### src/rtl/jt12_timers_if.sv
// Register-write and status bundle between the CPU/FM side and the OPN timer pair.
interface jt12_timers_if;
  logic       clk_en;
  logic       wr;
  logic [1:0] addr;
  logic [7:0] din;
  logic       flag_a;
  logic       flag_b;
  logic       irq_n;
  logic       overflow_a;
  logic       csm_keyon;

  modport master (output clk_en, wr, addr, din,
                  input  flag_a, flag_b, irq_n, overflow_a, csm_keyon);
  modport slave  (input  clk_en, wr, addr, din,
                  output flag_a, flag_b, irq_n, overflow_a, csm_keyon);
endinterface

### src/rtl/jt12_timers.sv
// OPN timer A/B pair (registers 0x24-0x27): counts on clk_en, raises flags, IRQ and overflow pulse.
// Define JT12_TIMER_CSM_EN to enable the CSM key-on pulse on timer A overflow in mode 2'b10.
module jt12_timers #(
  parameter int CNT_A_W = 10,
  parameter int CNT_B_W = 8,
  parameter int PRE_B_W = 4
) (
  input  logic             clk,
  input  logic             rst_n,
  jt12_timers_if.slave     bus
);

  localparam logic [CNT_A_W-1:0] A_MAX   = {CNT_A_W{1'b1}};
  localparam logic [CNT_B_W-1:0] B_MAX   = {CNT_B_W{1'b1}};
  localparam logic [PRE_B_W-1:0] PRE_MAX = {PRE_B_W{1'b1}};

  logic [CNT_A_W-1:0] value_a_q, value_a_d, cnt_a_q, cnt_a_d;
  logic [CNT_B_W-1:0] value_b_q, value_b_d, cnt_b_q, cnt_b_d;
  logic [PRE_B_W-1:0] pre_b_q, pre_b_d;
  logic               load_a_q, load_a_d, load_b_q, load_b_d;
  logic               en_a_q, en_a_d, en_b_q, en_b_d;
  logic [1:0]         mode_q, mode_d;
  logic               flag_a_q, flag_a_d, flag_b_q, flag_b_d;
  logic               irq_n_q, irq_n_d, ovf_a_q, ovf_a_d, csm_q, csm_d;
  logic               wr24, wr25, wr26, wr27, evt_a, evt_b;

  always_comb begin
    value_a_d = value_a_q;
    value_b_d = value_b_q;
    cnt_a_d   = cnt_a_q;
    cnt_b_d   = cnt_b_q;
    pre_b_d   = pre_b_q;
    load_a_d  = load_a_q;
    load_b_d  = load_b_q;
    en_a_d    = en_a_q;
    en_b_d    = en_b_q;
    mode_d    = mode_q;
    evt_a     = 1'b0;
    evt_b     = 1'b0;

    wr24 = bus.wr && (bus.addr == 2'd0);
    wr25 = bus.wr && (bus.addr == 2'd1);
    wr26 = bus.wr && (bus.addr == 2'd2);
    wr27 = bus.wr && (bus.addr == 2'd3);

    if (wr24) value_a_d[CNT_A_W-1:CNT_A_W-8] = bus.din;
    if (wr25) value_a_d[1:0] = bus.din[1:0];
    if (wr26) value_b_d = bus.din[CNT_B_W-1:0];
    if (wr27) begin
      load_a_d = bus.din[0];
      load_b_d = bus.din[1];
      en_a_d   = bus.din[2];
      en_b_d   = bus.din[3];
      mode_d   = bus.din[7:6];
    end

    // A load rising edge takes priority over a coincident tick
    if (wr27 && bus.din[0] && !load_a_q) begin
      cnt_a_d = value_a_q;
    end else if (load_a_q && bus.clk_en) begin
      if (cnt_a_q == A_MAX) begin
        cnt_a_d = value_a_q;
        evt_a   = 1'b1;
      end else begin
        cnt_a_d = cnt_a_q + CNT_A_W'(1);
      end
    end

    if (wr27 && bus.din[1] && !load_b_q) begin
      cnt_b_d = value_b_q;
      pre_b_d = '0;
    end else if (load_b_q && bus.clk_en) begin
      pre_b_d = pre_b_q + PRE_B_W'(1);
      if (pre_b_q == PRE_MAX) begin
        if (cnt_b_q == B_MAX) begin
          cnt_b_d = value_b_q;
          evt_b   = 1'b1;
        end else begin
          cnt_b_d = cnt_b_q + CNT_B_W'(1);
        end
      end
    end

    // Set has priority over a same-cycle clear
    flag_a_d = flag_a_q;
    if (evt_a && en_a_q)        flag_a_d = 1'b1;
    else if (wr27 && bus.din[4]) flag_a_d = 1'b0;
    flag_b_d = flag_b_q;
    if (evt_b && en_b_q)        flag_b_d = 1'b1;
    else if (wr27 && bus.din[5]) flag_b_d = 1'b0;

    irq_n_d = ~(flag_a_q | flag_b_q);
    ovf_a_d = evt_a;
`ifdef JT12_TIMER_CSM_EN
    csm_d = evt_a && (mode_q == 2'b10);
`else
    csm_d = evt_a & (mode_q == 2'b10) & 1'b0;
`endif
  end

  always_ff @(posedge clk) begin
    if (!rst_n) begin
      value_a_q <= '0;
      value_b_q <= '0;
      cnt_a_q   <= '0;
      cnt_b_q   <= '0;
      pre_b_q   <= '0;
      load_a_q  <= 1'b0;
      load_b_q  <= 1'b0;
      en_a_q    <= 1'b0;
      en_b_q    <= 1'b0;
      mode_q    <= 2'b00;
      flag_a_q  <= 1'b0;
      flag_b_q  <= 1'b0;
      irq_n_q   <= 1'b1;
      ovf_a_q   <= 1'b0;
      csm_q     <= 1'b0;
    end else begin
      value_a_q <= value_a_d;
      value_b_q <= value_b_d;
      cnt_a_q   <= cnt_a_d;
      cnt_b_q   <= cnt_b_d;
      pre_b_q   <= pre_b_d;
      load_a_q  <= load_a_d;
      load_b_q  <= load_b_d;
      en_a_q    <= en_a_d;
      en_b_q    <= en_b_d;
      mode_q    <= mode_d;
      flag_a_q  <= flag_a_d;
      flag_b_q  <= flag_b_d;
      irq_n_q   <= irq_n_d;
      ovf_a_q   <= ovf_a_d;
      csm_q     <= csm_d;
    end
  end

  assign bus.flag_a     = flag_a_q;
  assign bus.flag_b     = flag_b_q;
  assign bus.irq_n      = irq_n_q;
  assign bus.overflow_a = ovf_a_q;
  assign bus.csm_keyon  = csm_q;

endmodule

### src/flat_wrapper.sv
// flat-port wrapper written by rule: the top's interface ports become plain ports
module jt12_timers_flat 
#(
  parameter int CNT_A_W = 10,
  parameter int CNT_B_W = 8,
  parameter int PRE_B_W = 4
)
  (clk, rst_n, bus_clk_en, bus_wr, bus_addr, bus_din, bus_flag_a, bus_flag_b, bus_irq_n, bus_overflow_a, bus_csm_keyon);
  jt12_timers_if bus_i ();
  input  logic clk;
  input  logic rst_n;
  input wire logic [$bits(bus_i.clk_en)-1:0] bus_clk_en;
  input wire logic [$bits(bus_i.wr)-1:0] bus_wr;
  input wire logic [$bits(bus_i.addr)-1:0] bus_addr;
  input wire logic [$bits(bus_i.din)-1:0] bus_din;
  output wire logic [$bits(bus_i.flag_a)-1:0] bus_flag_a;
  output wire logic [$bits(bus_i.flag_b)-1:0] bus_flag_b;
  output wire logic [$bits(bus_i.irq_n)-1:0] bus_irq_n;
  output wire logic [$bits(bus_i.overflow_a)-1:0] bus_overflow_a;
  output wire logic [$bits(bus_i.csm_keyon)-1:0] bus_csm_keyon;
  assign bus_i.clk_en = bus_clk_en;
  assign bus_i.wr = bus_wr;
  assign bus_i.addr = bus_addr;
  assign bus_i.din = bus_din;
  assign bus_flag_a = bus_i.flag_a;
  assign bus_flag_b = bus_i.flag_b;
  assign bus_irq_n = bus_i.irq_n;
  assign bus_overflow_a = bus_i.overflow_a;
  assign bus_csm_keyon = bus_i.csm_keyon;
  jt12_timers #(.CNT_A_W(CNT_A_W), .CNT_B_W(CNT_B_W), .PRE_B_W(PRE_B_W)) u_core (.clk(clk), .rst_n(rst_n), .bus(bus_i));
endmodule
### config.mk
export PLATFORM = sky130hd
export DESIGN_NAME = jt12_timers_flat
export DESIGN_NICKNAME = d
export VERILOG_FILES = /design/src/rtl/jt12_timers_if.sv /design/src/rtl/jt12_timers.sv /design/src/flat_wrapper.sv
export SDC_FILE = /design/constraint.sdc
export NUM_CORES = 1
export LEC_CHECK = 0
export ABC_AREA = 1
export CORE_ASPECT_RATIO = 2
export CORE_MARGIN = 2
export CORE_UTILIZATION = 58
export CTS_CLUSTER_DIAMETER = 30
export CTS_CLUSTER_SIZE = 40
export DETAILED_ROUTE_END_ITERATION = 8
export MAX_ROUTING_LAYER = met4
export PLACE_DENSITY = 0.79
export SLEW_MARGIN = 20
export SYNTH_ARGS = -nofsm -noshare
export SYNTH_HDL_FRONTEND = slang
export SYNTH_SLANG_ARGS = --single-unit
### constraint.sdc
create_clock -name clk -period 1.7 [get_ports clk]
set_input_delay 0.17 -clock clk [delete_from_list [all_inputs] [get_ports clk]]
set_output_delay 0.17 -clock clk [all_outputs]
set_load 0.005 [all_outputs]
==> results of run 1 <==
-- metrics by stage --
step,instance area [um^2],hold slack [ps],util,worst slack [ps],instances
floorplan,2480,305,-,277,352
global placement,2720,443,0.665,56.1,422
detailed placement,2720,444,0.665,10.2,422
CTS,2830,454,0.692,97.6,430
global route,2840,481,0.695,5.24,430
finish,2840,455,0.695,143,430
-- per-layer routing --
layer,up-vias,track usage
met3,15,0.0262
li1,1176,-
met1,1025,0.245
met2,31,0.498
met4,0,0.123
met5,-,-
-- cell usage after synthesis --
| cell type | n |
|---|---|
| nand3_2 | 4 |
| nand3_1 | 21 |
| buf_12 | 1 |
| a21oi_1 | 29 |
| nor3_1 | 4 |
| nand2_1 | 75 |
| nand4_1 | 5 |
| buf_6 | 4 |
| dfxtp_1 | 48 |
| o211ai_1 | 2 |
| o21ai_1 | 6 |
| inv_1 | 50 |
| a31oi_1 | 1 |
| o21ai_0 | 38 |
| ha_1 | 3 |
| a21oi_2 | 1 |
| buf_4 | 1 |
| nand2_4 | 2 |
| clkinv_1 | 1 |
| nand2_8 | 1 |
| conb_1 | 1 |
| nand3_4 | 2 |
| nand3b_1 | 1 |
| clkbuf_1 | 4 |
| inv_2 | 3 |
| xor2_1 | 6 |
| nand2_2 | 2 |
| nor2_1 | 30 |
| nor2_4 | 2 |
| nor2_2 | 2 |
| or2_2 | 1 |
| o21bai_1 | 1 |
-- cell type report --
| class | instances | area, um^2 | share of cell area |
|---|---|---|---|
| multi-input combinational | 240 | 1240 | 0.435 |
| clock buffer | 6 | 72.6 | 0.0255 |
| tap | 52 | 65.1 | 0.0229 |
| inverter | 54 | 203 | 0.0713 |
| timing repair buffer | 28 | 265 | 0.0934 |
| sequential | 48 | 963 | 0.339 |
| clock inverter | 2 | 35.0 | 0.0123 |
-- state kept, by name (all words and copies together), names as in the netlist --
name	flops
u_core.bus.flag_a	1
u_core.bus.flag_b	1
u_core.bus.irq_n	1
u_core.bus.overflow_a	1
u_core.cnt_a_q	10
u_core.cnt_b_q	8
u_core.en_a_q	1
u_core.en_b_q	1
u_core.load_a_q	1
u_core.load_b_q	1
u_core.pre_b_q	4
u_core.value_a_q	10
u_core.value_b_q	8
-- power by group --
part	total (mW)	internal [mW]	switching [mW]
logic	0.203	0.0844	0.118
clock network	0.804	0.437	0.367
registers	1.19	1.16	0.0265
-- logic make-up after synthesis --
| family | synth area share |
|---|---|
| AND/OR/NAND/NOR | 0.294 |
| flip-flops | 0.388 |
| AO/OA/AOI/OAI | 0.163 |
| XOR/XNOR | 0.0212 |
| buffers and inverters | 0.117 |
| adder cells (fa/ha/maj) | 0.0152 |
| other | 0.00151 |
-- worst paths after layout --
kind,from,end,slack [ps],cells after the start
setup / recovery,u_core.cnt_b_q[1],u_core.cnt_b_q[1],140,9
hold / removal,u_core.value_a_q[1],u_core.value_a_q[1],460,2
setup reg to reg,u_core.cnt_b_q[1],u_core.cnt_b_q[1],140,9
hold reg to reg,u_core.value_a_q[1],u_core.value_a_q[1],460,2
-- worst reg2reg max path, cell delays in order (launching register included) --
cell,delay (ps)
dfxtp_1,390
ha_1,220
nand2_2,100
nor2_2,140
nand3_2,140
nand2_2,130
buf_12,120
nand2_1,50
o21ai_0,70
a21oi_1,80
-- placed cells by master, fill, tap and decap left out, types with 3 or more instances in the layout --
master	instances
a21oi_1	29
buf_4	10
clkbuf_8	5
clkdlybuf4s50_1	17
dfxtp_1	46
ha_1	3
inv_1	50
inv_2	3
nand2_1	74
nand2_2	3
nand3_1	21
nand3_2	4
nand4_1	5
nor2_1	30
nor3_1	4
o21ai_0	38
o21ai_1	6
xor2_1	6
==> summary.txt, run 1 <==
Filler cell count: 355
Worst-Skew Late Latency: 290 ps
VDD IR max: 867 uV
DR iter-0 viols: 61
Initial antenna violation count: 0
Crit-path max FO: 9
Slowest cell on the critical path: dfxtp_1
Total global-route track usage: 0.257
CTS sink count: 48
Wirelength per Cell: 12.9 um
CTS buffer count: 5
Critical path, cell by cell: ha_1 > nand2_2 > nor2_2 > nand3_2 > nand2_2 > buf_12 > nand2_1 > o21ai_0 > a21oi_1
Register bit total from synthesis: 48
Status: complete, no violations
Tcrit/Tclk final: 0.916
First-pass GRT wire length: 9.30 mm
Mean Syn Cell Area: 7.04 um^2
Die Y: 96.4 um
CTS Buffer Depth: 2
Met2 WL: 3.18 mm
Detailed Routing Iterations Pass 1: 4
Area delta synth->final: 14.7%
Post-route antenna net violation count: 0
Largest net degree at the start of global routing: 41
Worst Setup Start Kind: register
CP arrival: 1740 ps
DR WL met3: 77 um
CTS tree: yes
Port buffer count: 17
Share of cells above drive strength 1: 0.108
Crit path buffers/inverters: 1
Post-synth cell types: 32
Seq/Total Area, Yosys: 0.388
Synth Instances: 352
Ports: 19
Critical Path Sink Type: register
Vias: 2247
CP max stage delay: 390 ps
LEAKAGE: 1.21 nW
GRT overflow: 0
Vias in the first global route: 2159
Synth area leader: dfxtp_1
Postcts setup bufs: 0
Htree depth: 2
Fin. max-slew vios: 0
CP required: 1890 ps
Highest routed layer: met4
Warnings from Yosys: 0
Row cnt: 33
CP Class: reg -> reg
Post-layout min period: 1560 ps
Final Hold Viols: 0
Initial core utilization: 0.606
Met1 wire length: 2.07 mm
Post-route setup TNS: 0 ps
Clock transition at path regs: 90 ps
Fmax: 642 MHz
Clk_skew: 6.34 ps
Hold Path Class: reg -> reg
PnR Total Power: 2.20 mW
Routability cong.: 0.820
CTS Root Cell: clkbuf_8
Post_cts resized: 0
Max_cap viols: 0
Pwr/cell area: 773 mW/mm^2
# DRC: 0
Total length of routed wires: 5.53 mm
Net count after synthesis: 369
Vias per Instance: 5.23
RSZ-0062 raised after global routing: no
ANT cells: 0
Area of the core: 0.00409 mm^2
Yosys top cell area share: 0.388
CP dominant cell by count: nand2_2
Setup violators final: 0
Post-Syn Area: 0.00248 mm^2
Nets: 394
Top cells by area, synth: dfxtp_1, nand2_1, o21ai_0
HPWL Detailed: 4.30 mm
Die width: 50.2 um
CTS Hold Bufs: 0
Crit path max-delay family: simple AND/OR/NAND/NOR gates
Die area: 0.00484 mm^2
(Power assumes the default switching activity.)
==> run 2: changes to the inputs <==
- CAP_MARGIN: not set -> 0
- CORE_UTILIZATION: 58 -> 45
- PLACE_DENSITY: 0.79 -> not set
==> summary.txt, run 2 (synthesis results as in run 1) <==
Status: complete, no violations (unchanged)
Fin. max-slew vios: 0 (unchanged)
CP max stage delay: 410 ps (was 390 ps)
Port buffer count: 17 (unchanged)
HPWL Detailed: 4.65 mm (was 4.30 mm)
Ports: 19 (unchanged)
Post-route antenna net violation count: 0 (unchanged)
Total length of routed wires: 5.84 mm (was 5.53 mm)
Die area: 0.00615 mm^2 (was 0.00484 mm^2)
Row cnt: 38 (was 33)
Worst-Skew Late Latency: 300 ps (was 290 ps)
Clk_skew: 6.84 ps (was 6.34 ps)
Crit path max-delay family: simple AND/OR/NAND/NOR gates (unchanged)
VDD IR max: 572 uV (was 867 uV)
LEAKAGE: 1.25 nW (was 1.21 nW)
CTS Buffer Depth: 2 (unchanged)
RSZ-0062 raised after global routing: no (unchanged)
CTS Hold Bufs: 0 (unchanged)
Flop2flop setup slack: 170 ps (was 140 ps)
CTS tree: yes (unchanged)
Area delta synth->final: 17.2% (was 14.7%)
Total global-route track usage: 0.214 (was 0.257)
ANT cells: 0 (unchanged)
Fmax: 652 MHz (was 642 MHz)
CTS sink count: 48 (unchanged)
Area of the core: 0.00537 mm^2 (was 0.00409 mm^2)
CP arrival: 1720 ps (was 1740 ps)
Tcrit/Tclk final: 0.902 (was 0.916)
Cell Count, Final, Fillers Out: 446 (was 430)
Final WS setup: 167 ps (was 143 ps)
Area of the multi-input gates: 0.00123 mm^2 (was 0.00124 mm^2)
Clock transition at path regs: 90 ps (about the same)
Detailed Routing Iterations Pass 1: 4 (unchanged)
CTS Root Cell: clkbuf_8 (unchanged)
Dpl ws: 37.8 ps (was 10.2 ps)
Slowest cell on the critical path: dfxtp_1 (unchanged)
GRT overflow: 0 (unchanged)
Post-route setup TNS: 0 ps (unchanged)
Initial core utilization: 0.461 (was 0.606)
Die width: 56.5 um (was 50.2 um)
Crit-path max FO: 9 (unchanged)
CP required: 1880 ps (was 1890 ps)
Crit path buffers/inverters: 1 (unchanged)
Worst Setup Start Kind: register (unchanged)
Initial antenna violation count: 0 (unchanged)
Share of cells above drive strength 1: 0.124 (was 0.108)
Nets: 402 (was 394)
Max_cap viols: 0 (unchanged)
Vias in the first global route: 2160 (was 2159)
Filler cell count: 543 (was 355)
Commonest non-fill, non-tap cell in the layout: nand2_1 (unchanged)
CTS buffer count: 5 (unchanged)
Post-layout min period: 1530 ps (was 1560 ps)
Storage element area: 962 um^2 (was 963 um^2)
Pwr/cell area: 766 mW/mm^2 (was 773 mW/mm^2)
Largest net degree at the start of global routing: 26 (was 41)
CP Class: reg -> reg (unchanged)
Wirelength per Cell: 13.1 um (was 12.9 um)
Final Hold Viols: 0 (unchanged)
Vias: 2213 (was 2247)
First-pass GRT wire length: 9.83 mm (was 9.30 mm)
Vias per Instance: 4.96 (was 5.23)
Hold Path Class: in -> reg (was reg -> reg)
DR iter-0 viols: 90 (was 61)
Cells after DPL: 438 (was 422)
Routability cong.: 0.893 (was 0.820)
# DRC: 0 (unchanged)
Critical path, cell by cell: ha_1 > nand2_2 > nor2_2 > nand3_2 > nand2_1 > buf_4 > nand2_1 > nand3_2 > a21oi_2 (was ha_1 > nand2_2 > nor2_2 > nand3_2 > nand2_2 > buf_12 > nand2_1 > o21ai_0 > a21oi_1)
Htree depth: 2 (unchanged)
Biggest regs: u_core.cnt_a_q (10), u_core.value_a_q (10) (unchanged)
Critical Path Sink Type: register (unchanged)
Die Y: 109 um (was 96.4 um)
Commonest non-fill, non-tap cells in the layout: nand2_1, inv_1, dfxtp_1, o21ai_0, nor2_1 (unchanged)
Setup violators final: 0 (unchanged)
## run 2: layout make-up
type,instances,share of cell area
flip-flops and latches,48,0.331
well taps,60,0.0259
inverters,54,0.0698
multi-input cells,240,0.424
clock buffers,6,0.0250
clock inverters,2,0.0121
repair buffers,36,0.112
## run 2: worst paths after layout
kind,start,to,depth (start not counted)
setup / recovery,u_core.cnt_b_q[0],u_core.cnt_b_q[3],9
hold / removal,bus_din[4],u_core.value_a_q[6],3
setup reg to reg,u_core.cnt_b_q[0],u_core.cnt_b_q[3],9
hold reg to reg,u_core.value_a_q[3],u_core.value_a_q[3],2
## run 2: worst reg2reg max path, cell delays in order (launching register included)
cell     delay (ps)
dfxtp_1         410
ha_1            230
nand2_2         100
nor2_2          130
nand3_2          90
nand2_1         100
buf_4           160
nand2_1          70
nand3_2          70
a21oi_2          50
## run 2: layer usage
layer  vias to the layer above  wire [um]  GRT usage
met5                         -          0          -
met4                         0        124     0.0850
met3                        11         87     0.0261
met2                        26       3430      0.425
met1                       981       2190      0.198
li1                       1195          -          -
## run 2: power breakdown
group          internal [mW]  switching [mW]  leakage, nW
clock network          0.437           0.389       0.0552
registers               1.16          0.0261        0.391
logic                 0.0904           0.118        0.804
total                   1.69           0.533         1.25
## run 2: metrics by stage
step	power [mW]	instance area (um^2)	util	hold WS, ps
finish	2.22	2900	0.541	456
global route	2.32	2900	0.541	479
global placement	1.42	2790	0.519	440
CTS	2.25	2900	0.539	454
detailed placement	1.43	2790	0.519	443
floorplan	1.34	2480	-	305
## run 2: what timing repair did
action	in CTS	in global routing
setup buffers	0	0
gates resized for setup	0	2
endpoints found under the setup margin	0	5
